### config.mk
export PLATFORM = sky130hd
export DESIGN_NAME = counter_step_sequencer_flat
export DESIGN_NICKNAME = d
export VERILOG_FILES = /design/src/rtl/counter_step_sequencer_pkg.sv /design/src/rtl/counter_step_sequencer_if.sv /design/src/rtl/counter_step_sequencer_step_fifo.sv /design/src/rtl/counter_step_sequencer.sv /design/src/flat_wrapper.sv
export SDC_FILE = /design/constraint.sdc
export NUM_CORES = 1
export LEC_CHECK = 0
export BUFFER_PORTS_ARGS = -buffer_cell sky130_fd_sc_hd__buf_2
export CAP_MARGIN = 20
export CORE_ASPECT_RATIO = 0.9
export CORE_MARGIN = 10
export CORE_UTILIZATION = 40
export DETAILED_ROUTE_END_ITERATION = 8
export GPL_TIMING_DRIVEN = 0
export HOLD_SLACK_MARGIN = 0.06
export SLEW_MARGIN = 5
export SYNTH_ARGS = -nofsm -noshare
export SYNTH_HDL_FRONTEND = slang
export SYNTH_HIERARCHICAL = 1
export SYNTH_SLANG_ARGS = --single-unit
### constraint.sdc
create_clock -name clk -period 6.5 [get_ports clk]
set_clock_uncertainty 0.05 [all_clocks]
set_input_delay 1.3 -clock clk [delete_from_list [all_inputs] [get_ports clk]]
set_output_delay 1.3 -clock clk [all_outputs]
set_load 0.02 [all_outputs]
### src/rtl/counter_step_sequencer_pkg.sv
// ---------------------------------------------------------------------------
// counter_seq_pkg
// Shared types and helpers for the counter step sequencer.
//   state_e   : sequencer FSM states (IDLE, RUN, CLEAR)
//   dir_e     : counting direction (UP, DN)
//   fit_t     : result of the over/underflow prediction
//   fit_check : predicts whether a step fits in either direction
// ---------------------------------------------------------------------------
package counter_seq_pkg;

    localparam int unsigned DEF_WIDTH = 8;
    localparam int unsigned MAX       = (2 ** DEF_WIDTH) - 1;

    typedef enum logic [1:0] {
        IDLE  = 2'd0,
        RUN   = 2'd1,
        CLEAR = 2'd2
    } state_e;

    typedef enum logic {
        UP = 1'b0,
        DN = 1'b1
    } dir_e;

    typedef struct packed {
        logic fit_up;
        logic fit_dn;
    } fit_t;

    // Operands are zero-extended to 33 bits so q_eff + h can never wrap
    // for any WIDTH up to 32.
    function automatic fit_t fit_check(input logic [32:0] q_eff,
                                       input logic [32:0] h,
                                       input logic [32:0] max_v);
        fit_t r;
        r.fit_up = ((q_eff + h) <= max_v);
        r.fit_dn = (h <= q_eff);
        return r;
    endfunction

endpackage

### src/rtl/counter_step_sequencer_if.sv
// ---------------------------------------------------------------------------
// counter_step_sequencer_if
// Valid/ready stream of step magnitudes into the sequencer.
//   step_in    : step magnitude (WIDTH bits)
//   step_valid : step_in valid
//   step_ready : sequencer FIFO not full
// master = upstream producer, slave = sequencer.
// ---------------------------------------------------------------------------
interface counter_step_sequencer_if #(
    parameter int WIDTH = 8
) ();
    logic [WIDTH-1:0] step_in;
    logic             step_valid;
    logic             step_ready;

    modport master (output step_in, output step_valid, input step_ready);
    modport slave  (input step_in, input step_valid, output step_ready);
endinterface

### src/rtl/counter_step_sequencer_step_fifo.sv
// ---------------------------------------------------------------------------
// step_fifo
// Synchronous FIFO holding pending step magnitudes.
//   clk, rst   : clock, asynchronous active-low reset
//   flush_i    : synchronous flush, overrides push/pop
//   push_i     : write data_i (ignored when full)
//   pop_i      : drop head entry (ignored when empty)
//   data_o     : head entry (valid when !empty_o)
//   full_o, empty_o, level_o : occupancy status
// ---------------------------------------------------------------------------
module step_fifo #(
    parameter int WIDTH = 8,
    parameter int DEPTH = 4
) (
    input  logic                     clk,
    input  logic                     rst,
    input  logic                     flush_i,
    input  logic                     push_i,
    input  logic                     pop_i,
    input  logic [WIDTH-1:0]         data_i,
    output logic [WIDTH-1:0]         data_o,
    output logic                     full_o,
    output logic                     empty_o,
    output logic [$clog2(DEPTH):0]   level_o
);
    localparam int AW = $clog2(DEPTH);
    localparam int LW = AW + 1;

    logic [WIDTH-1:0] mem_q [DEPTH];
    logic [AW-1:0]    wr_ptr_q;
    logic [AW-1:0]    rd_ptr_q;
    logic [LW-1:0]    cnt_q;
    logic             push_ok_s;
    logic             pop_ok_s;

    assign full_o    = (cnt_q == LW'(DEPTH));
    assign empty_o   = (cnt_q == {LW{1'b0}});
    assign level_o   = cnt_q;
    assign data_o    = mem_q[rd_ptr_q];
    assign push_ok_s = push_i && !full_o && !flush_i;
    assign pop_ok_s  = pop_i && !empty_o && !flush_i;

    // Storage array: written on accepted pushes only.
    always_ff @(posedge clk or negedge rst) begin
        if (!rst) begin
            for (int i = 0; i < DEPTH; i++) begin
                mem_q[i] <= {WIDTH{1'b0}};
            end
        end else if (push_ok_s) begin
            mem_q[wr_ptr_q] <= data_i;
        end
    end

    // Pointers and occupancy; power-of-2 depth lets pointers wrap naturally.
    always_ff @(posedge clk or negedge rst) begin
        if (!rst) begin
            wr_ptr_q <= {AW{1'b0}};
            rd_ptr_q <= {AW{1'b0}};
            cnt_q    <= {LW{1'b0}};
        end else if (flush_i) begin
            wr_ptr_q <= {AW{1'b0}};
            rd_ptr_q <= {AW{1'b0}};
            cnt_q    <= {LW{1'b0}};
        end else begin
            if (push_ok_s) begin
                wr_ptr_q <= wr_ptr_q + AW'(1'b1);
            end
            if (pop_ok_s) begin
                rd_ptr_q <= rd_ptr_q + AW'(1'b1);
            end
            case ({push_ok_s, pop_ok_s})
                2'b10:   cnt_q <= cnt_q + LW'(1'b1);
                2'b01:   cnt_q <= cnt_q - LW'(1'b1);
                default: cnt_q <= cnt_q;
            endcase
        end
    end
endmodule

### src/rtl/counter_step_sequencer.sv
// ---------------------------------------------------------------------------
// counter_step_sequencer
// Buffers step magnitudes and drives an up/down counter one step per cycle,
// flipping direction or clearing the counter so its q never wraps.
//   clk, rst        : clock, asynchronous active-low reset
//   en              : allow issuing steps (FIFO accepts regardless)
//   clr_req         : synchronous soft clear pulse
//   step_if (slave) : step_in / step_valid / step_ready stream
//   q               : counter output fed back
//   b, up, dn       : registered step command to the counter
//   ctr_rst         : registered counter clear
//   wrap_evt        : one-cycle pulse on a direction flip
//   wrap_cnt        : direction flips since reset/clear (modulo)
//   level           : FIFO occupancy
// ---------------------------------------------------------------------------
module counter_step_sequencer
    import counter_seq_pkg::*;
#(
    parameter int WIDTH  = 8,
    parameter int DEPTH  = 4,
    parameter int WCNT_W = 8
) (
    input  logic                     clk,
    input  logic                     rst,
    input  logic                     en,
    input  logic                     clr_req,
    counter_step_sequencer_if.slave  step_if,
    input  logic [WIDTH-1:0]         q,
    output logic [WIDTH-1:0]         b,
    output logic                     up,
    output logic                     dn,
    output logic                     ctr_rst,
    output logic                     wrap_evt,
    output logic [WCNT_W-1:0]        wrap_cnt,
    output logic [$clog2(DEPTH):0]   level
);
    localparam logic [32:0] MAX_V = (33'd1 << WIDTH) - 33'd1;

    state_e              state_q,    state_d;
    dir_e                dir_q,      dir_d;
    dir_e                flip_dir_s;
    logic [WIDTH-1:0]    b_q,        b_d;
    logic                up_q,       up_d;
    logic                dn_q,       dn_d;
    logic                ctr_rst_q,  ctr_rst_d;
    logic                wrap_evt_q, wrap_evt_d;
    logic [WCNT_W-1:0]   wrap_cnt_q, wrap_cnt_d;

    logic [WIDTH-1:0]    head_s;
    logic                full_s;
    logic                empty_s;
    logic                push_s;
    logic                pop_s;
    logic                active_s;
    logic [WIDTH-1:0]    q_eff_s;
    fit_t                fit_s;
    logic                cur_fit_s;
    logic                opp_fit_s;

    // A push coinciding with clr_req is dropped along with the flush.
    assign push_s             = step_if.step_valid && !full_s && !clr_req;
    assign step_if.step_ready = !full_s;
    assign active_s           = en && !empty_s;
    assign flip_dir_s         = (dir_q == UP) ? DN : UP;

    step_fifo #(
        .WIDTH (WIDTH),
        .DEPTH (DEPTH)
    ) u_fifo (
        .clk     (clk),
        .rst     (rst),
        .flush_i (clr_req),
        .push_i  (push_s),
        .pop_i   (pop_s),
        .data_i  (step_if.step_in),
        .data_o  (head_s),
        .full_o  (full_s),
        .empty_o (empty_s),
        .level_o (level)
    );

    // Counter value after the command currently on b/up/dn/ctr_rst lands.
    always_comb begin
        q_eff_s = q;
        if (ctr_rst_q) begin
            q_eff_s = {WIDTH{1'b0}};
        end else if (up_q) begin
            q_eff_s = q + b_q;
        end else if (dn_q) begin
            q_eff_s = q - b_q;
        end else begin
            q_eff_s = q;
        end
    end

    // Fit prediction for the head step in current and opposite direction.
    always_comb begin
        fit_s = fit_check(33'(q_eff_s), 33'(head_s), MAX_V);
        if (dir_q == UP) begin
            cur_fit_s = fit_s.fit_up;
            opp_fit_s = fit_s.fit_dn;
        end else begin
            cur_fit_s = fit_s.fit_dn;
            opp_fit_s = fit_s.fit_up;
        end
    end

    // Next-state and command decode.
    always_comb begin
        state_d    = state_q;
        dir_d      = dir_q;
        b_d        = {WIDTH{1'b0}};
        up_d       = 1'b0;
        dn_d       = 1'b0;
        ctr_rst_d  = 1'b0;
        wrap_evt_d = 1'b0;
        wrap_cnt_d = wrap_cnt_q;
        pop_s      = 1'b0;
        if (clr_req) begin
            state_d    = IDLE;
            dir_d      = UP;
            ctr_rst_d  = 1'b1;
            wrap_cnt_d = {WCNT_W{1'b0}};
        end else begin
            case (state_q)
                // All states evaluate the head the same way; IDLE issues in
                // the same cycle, and CLEAR re-evaluates against q_eff=0
                // (forwarded from ctr_rst), where UP always fits.
                IDLE, RUN, CLEAR: begin
                    if (!active_s) begin
                        state_d = IDLE;
                    end else if (cur_fit_s) begin
                        state_d = RUN;
                        b_d     = head_s;
                        up_d    = (dir_q == UP);
                        dn_d    = (dir_q == DN);
                        pop_s   = 1'b1;
                    end else if (opp_fit_s) begin
                        state_d    = RUN;
                        dir_d      = flip_dir_s;
                        b_d        = head_s;
                        up_d       = (flip_dir_s == UP);
                        dn_d       = (flip_dir_s == DN);
                        pop_s      = 1'b1;
                        wrap_evt_d = 1'b1;
                        wrap_cnt_d = wrap_cnt_q + WCNT_W'(1'b1);
                    end else begin
                        // Step fits neither way: clear and hold the step.
                        state_d   = CLEAR;
                        ctr_rst_d = 1'b1;
                    end
                end
                default: begin
                    state_d = IDLE;
                end
            endcase
        end
    end

    // State and registered command outputs.
    always_ff @(posedge clk or negedge rst) begin
        if (!rst) begin
            state_q    <= IDLE;
            dir_q      <= UP;
            b_q        <= {WIDTH{1'b0}};
            up_q       <= 1'b0;
            dn_q       <= 1'b0;
            ctr_rst_q  <= 1'b0;
            wrap_evt_q <= 1'b0;
            wrap_cnt_q <= {WCNT_W{1'b0}};
        end else begin
            state_q    <= state_d;
            dir_q      <= dir_d;
            b_q        <= b_d;
            up_q       <= up_d;
            dn_q       <= dn_d;
            ctr_rst_q  <= ctr_rst_d;
            wrap_evt_q <= wrap_evt_d;
            wrap_cnt_q <= wrap_cnt_d;
        end
    end

    assign b        = b_q;
    assign up       = up_q;
    assign dn       = dn_q;
    assign ctr_rst  = ctr_rst_q;
    assign wrap_evt = wrap_evt_q;
    assign wrap_cnt = wrap_cnt_q;
endmodule

### src/flat_wrapper.sv
// flat-port wrapper written by rule: the top's interface ports become plain ports
module counter_step_sequencer_flat import counter_seq_pkg::*;
#(
    parameter int WIDTH  = 8,
    parameter int DEPTH  = 4,
    parameter int WCNT_W = 8
)
  (clk, rst, en, clr_req, q, b, up, dn, ctr_rst, wrap_evt, wrap_cnt, level, step_if_step_in, step_if_step_valid, step_if_step_ready);
  counter_step_sequencer_if #(.WIDTH(WIDTH)) step_if_i ();
  input  logic clk;
  input  logic rst;
  input  logic en;
  input  logic clr_req;
  input  logic [WIDTH-1:0] q;
  output logic [WIDTH-1:0] b;
  output logic up;
  output logic dn;
  output logic ctr_rst;
  output logic wrap_evt;
  output logic [WCNT_W-1:0] wrap_cnt;
  output logic [$clog2(DEPTH):0] level;
  input wire logic [$bits(step_if_i.step_in)-1:0] step_if_step_in;
  input wire logic [$bits(step_if_i.step_valid)-1:0] step_if_step_valid;
  output wire logic [$bits(step_if_i.step_ready)-1:0] step_if_step_ready;
  assign step_if_i.step_in = step_if_step_in;
  assign step_if_i.step_valid = step_if_step_valid;
  assign step_if_step_ready = step_if_i.step_ready;
  counter_step_sequencer #(.WIDTH(WIDTH), .DEPTH(DEPTH), .WCNT_W(WCNT_W)) u_core (.clk(clk), .rst(rst), .en(en), .clr_req(clr_req), .step_if(step_if_i), .q(q), .b(b), .up(up), .dn(dn), .ctr_rst(ctr_rst), .wrap_evt(wrap_evt), .wrap_cnt(wrap_cnt), .level(level));
endmodule
==> impl_metrics.env <==
export IMPL_p_leak_nw=2.28
export IMPL_core_area_mm2=0.0101
export IMPL_hold_path_depth=1
export IMPL_seq_area_frac_synth_pct=37.8
export IMPL_hold_violations=0
export IMPL_area_growth_pct=17.4
export IMPL_grt_max_degree=63
export IMPL_ys_flop_type="dfrtp_1"
export IMPL_synth_seq_cells=62
export IMPL_yosysUniqueCellTypes=61
export IMPL_p_per_area_mw_per_mm2=274
export IMPL_regArea_mm2=0.00155
export IMPL_numPortBuffers=44
export IMPL_clk_pin_slew_worst_paths_ns=0.05
export IMPL_r2r_cells=20
export IMPL_fin_setup_tns_ns=0
export IMPL_antenna_found_initial=0
export IMPL_cp_top_family="compound AO/OA/AOI/OAI gates"
export IMPL_status="finished, final reports clean"
export IMPL_cp_end_kind="register"
export IMPL_start_kind="input port"
export IMPL_tightestPinTransition_ns=0.770
export IMPL_ios=45
export IMPL_max_freq_ghz=0.168
export IMPL_yosysWarnings=6
export IMPL_fillers=951
export IMPL_avgSynthCellArea_um2=10.6
export IMPL_grt_pass1_vias=3141
export IMPL_maxSlewViolCount=0
export IMPL_netlist_instances=387
export IMPL_cts_inserted_buffers=9
export IMPL_ir_drop_v=0.000192
export IMPL_hold_ws_ns=0.441
export IMPL_yosysMostFrequentCell="dfrtp_1"
export IMPL_cts_root_buffer="clkbuf_16"
export IMPL_synth_cell_area_mm2=0.00411
export IMPL_rsz0062_at_grt="no"
export IMPL_worstPathArrival_ns=6.10
export IMPL_ant_nets=0
export IMPL_gp_congestion=0.809
export IMPL_max_slew_margin_pct=48.6
export IMPL_grt_pass1_wl_um=15100
export IMPL_drc=0
export IMPL_hold_path_class="reg2reg"
export IMPL_viasPerCell=5.22
export IMPL_dp_worst_setup_slack_ns=-0.158
export IMPL_drv_cap=0
export IMPL_cpPeakStageDelay_ns=0.58
export IMPL_cts_htree_levels=3
export IMPL_fin_nets=501
export IMPL_initial_core_util_pct=40.6
export IMPL_cp_required_ns=6.64
export IMPL_routedWlPerCell_um=15.5
export IMPL_finalSetupViolations=0
export IMPL_clock_sinks=62
export IMPL_ctsLongestPathBuffers=2
export IMPL_fin_util_pct=47.7
export IMPL_synth_area_leaders="dfrtp_1 38%, ha_1 10%, mux2_2 8.2%"
export IMPL_drt_iter0_markers=202
export IMPL_antenna_cells=0
export IMPL_path_max_fanout=17
export IMPL_timing_final_crit_share_pct=91.6
export IMPL_cts_tree="yes"
export IMPL_grt_total_usage_pct=12.4
export IMPL_synth_common_cells="62 x dfrtp_1, 34 x ha_1, 33 x inv_1"
export IMPL_multi_input_area_mm2=0.00237
export IMPL_final_layout_size_suffix_gt1_share_pct=26.8
export IMPL_critPathSlowestCell="o41ai_1"
export IMPL_row_count=35
export IMPL_synthArstFlopShare_pct=100
export IMPL_num_vias=3007
export IMPL_worst_slack_ns=0.545
export IMPL_routed_wl_um=8950
export IMPL_insertion_delay_ns=0.33
export IMPL_worst_path_stages=20
export IMPL_grt_overflow=0
export IMPL_yosysTopAreaCell="dfrtp_1"
export IMPL_synth_edf_count=0
export IMPL_dp_hpwl_um=6770
export IMPL_worst_path_buf_inv=3
export IMPL_synth_top_cell_area_share_pct=37.8
export IMPL_design_area_mm2=0.00482
export IMPL_die_w_um=127
export IMPL_path_class="in2reg"
export IMPL_place_area_mm2=0.00449
export IMPL_path_cells="buf_2 -> ha_1 -> clkbuf_1 -> o41ai_1 -> o221ai_1 -> xnor2_1 -> a22oi_1 -> mux2i_1 -> ha_1 -> inv_1 -> a2bb2oi_1 -> a31oi_1 -> o21a_2 -> and2_1 -> nor3_4 -> nand2b_1 -> nor3_1 -> fa_1 -> a31oi_1 -> nor3_1"
export IMPL_period_minus_slack_ns=5.95
export IMPL_syn_nets=446
export IMPL_firstDrtPassIters=4
export IMPL_die_h_um=116
export IMPL_die_area_mm2=0.0147
==> worst register-to-register path: cells and delay by family, from the launching register on <==
family                     cells  cell delay [ns]
DFF                            1             0.38
buffers and inverters          3             0.34
muxes                          1             0.24
adders and majority gates      3             1.02
AOI/OAI and AO/OA              7             1.80
and+or+nand+nor                5             1.19
xor gates and xnor gates       1             0.17
==> cell usage in the layout (no fill, tap or decap), types with 4 or more instances in the layout <==
| cell type | instances |
|---|---|
| clkbuf_16 | 9 |
| o31ai_1 | 4 |
| nor2b_1 | 12 |
| mux4_2 | 8 |
| nand2_1 | 11 |
| o21bai_1 | 5 |
| clkbuf_1 | 6 |
| or3_1 | 4 |
| nand3_1 | 6 |
| dfrtp_1 | 62 |
| fa_1 | 4 |
| nor2_1 | 27 |
| mux2_2 | 30 |
| mux2_1 | 6 |
| buf_2 | 48 |
| and2_1 | 8 |
| a21oi_1 | 19 |
| o21ai_0 | 8 |
| nand2b_1 | 8 |
| nor3_1 | 6 |
| o21ai_1 | 4 |
| ha_1 | 34 |
| xor2_1 | 6 |
| xnor2_1 | 8 |
| nand2_2 | 4 |
| inv_1 | 33 |
| mux2i_1 | 5 |
==> area by class of cell <==
class                   count  share of cell area [%]
inverters                  33                    2.57
multi-input cells         277                    49.1
well taps                 129                    3.35
clock buffers               9                    4.67
plain buffers              15                    1.45
flip-flops and latches     62                    32.2
clock inverters             7                    2.02
repair buffers             44                    4.62
==> power breakdown <==
| part | leakage, nW | internal, W | switching (W) | total, W |
|---|---|---|---|---|
| sequential | 0.830 | 0.000439 | 0.0000308 | 0.000470 |
| clock | 0.152 | 0.000336 | 0.000179 | 0.000515 |
| combinational | 1.30 | 0.000158 | 0.000179 | 0.000336 |
| total | 2.28 | 0.000933 | 0.000389 | 0.00132 |
==> final timing paths <==
check	endpoint	start	slack (ns)
setup / recovery	u_core/u_fifo/level_o[1]$_DFFE_PN0P_	q[2]	0.55
hold / removal	u_core/u_fifo/mem_q[18]$_DFFE_PN0P_	u_core/u_fifo/mem_q[18]$_DFFE_PN0P_	0.44
setup reg to reg	u_core/u_fifo/level_o[1]$_DFFE_PN0P_	u_core/b[2]$_DFF_PN0_	1.20
hold reg to reg	u_core/u_fifo/mem_q[18]$_DFFE_PN0P_	u_core/u_fifo/mem_q[18]$_DFFE_PN0P_	0.44
max in group asynchronous	u_core/u_fifo/mem_q[31]$_DFFE_PN0P_	rst	4.89
min in group asynchronous	u_core/wrap_cnt[7]$_DFFE_PN0P_	rst	1.00
==> metrics by stage <==
| step | total power, W | std cells |
|---|---|---|
| floorplan | 0.000723 | 387 |
| global placement | 0.000798 | 560 |
| detailed placement | 0.000811 | 560 |
| CTS | 0.00134 | 576 |
| global route | 0.00140 | 576 |
| finish | 0.00132 | 576 |
==> kinds of logic (layout without fill, tap and decap cells) <==
logic type	Yosys count	in the layout	share of synthesized area (%)
and+or+nand+nor	108	108	15.2
AOI/OAI and AO/OA	67	67	11.3
DFF	62	62	37.8
muxes	50	50	15.8
buffers and inverters	48	108	4.72
adders and majority gates	38	38	12.3
xor gates and xnor gates	14	14	2.98
==> layer usage <==
metal,vias to the layer above,track usage [%],share of wire (%)
li1,1489,-,-
met1,1468,15.5,46
met2,39,20.8,49
met3,11,2.68,3.8
met4,0,4.40,0.96
met5,-,0,0
==> registers in the layout (all words and copies together), names as in the netlist <==
name and cells:
u_core/u_fifo/wr_ptr_q 2, u_core/state_q 2, u_core/u_fifo/level_o 3, u_core/b 8, u_core/wrap_evt 1, u_core/ctr_rst 1, u_core/dir_q 1, u_core/u_fifo/mem_q 32
u_core/up 1, u_core/dn 1, u_core/wrap_cnt 8, u_core/u_fifo/rd_ptr_q 2
==> what timing repair did <==
item	4_1_cts	5_1_grt
endpoints found under the hold margin	0	0
resized for setup	0	1
buffers inserted	0	0
setup endpoints to repair	0	2
hold buffers	0	0
Note: power is estimated with default switching activity, not from simulation.
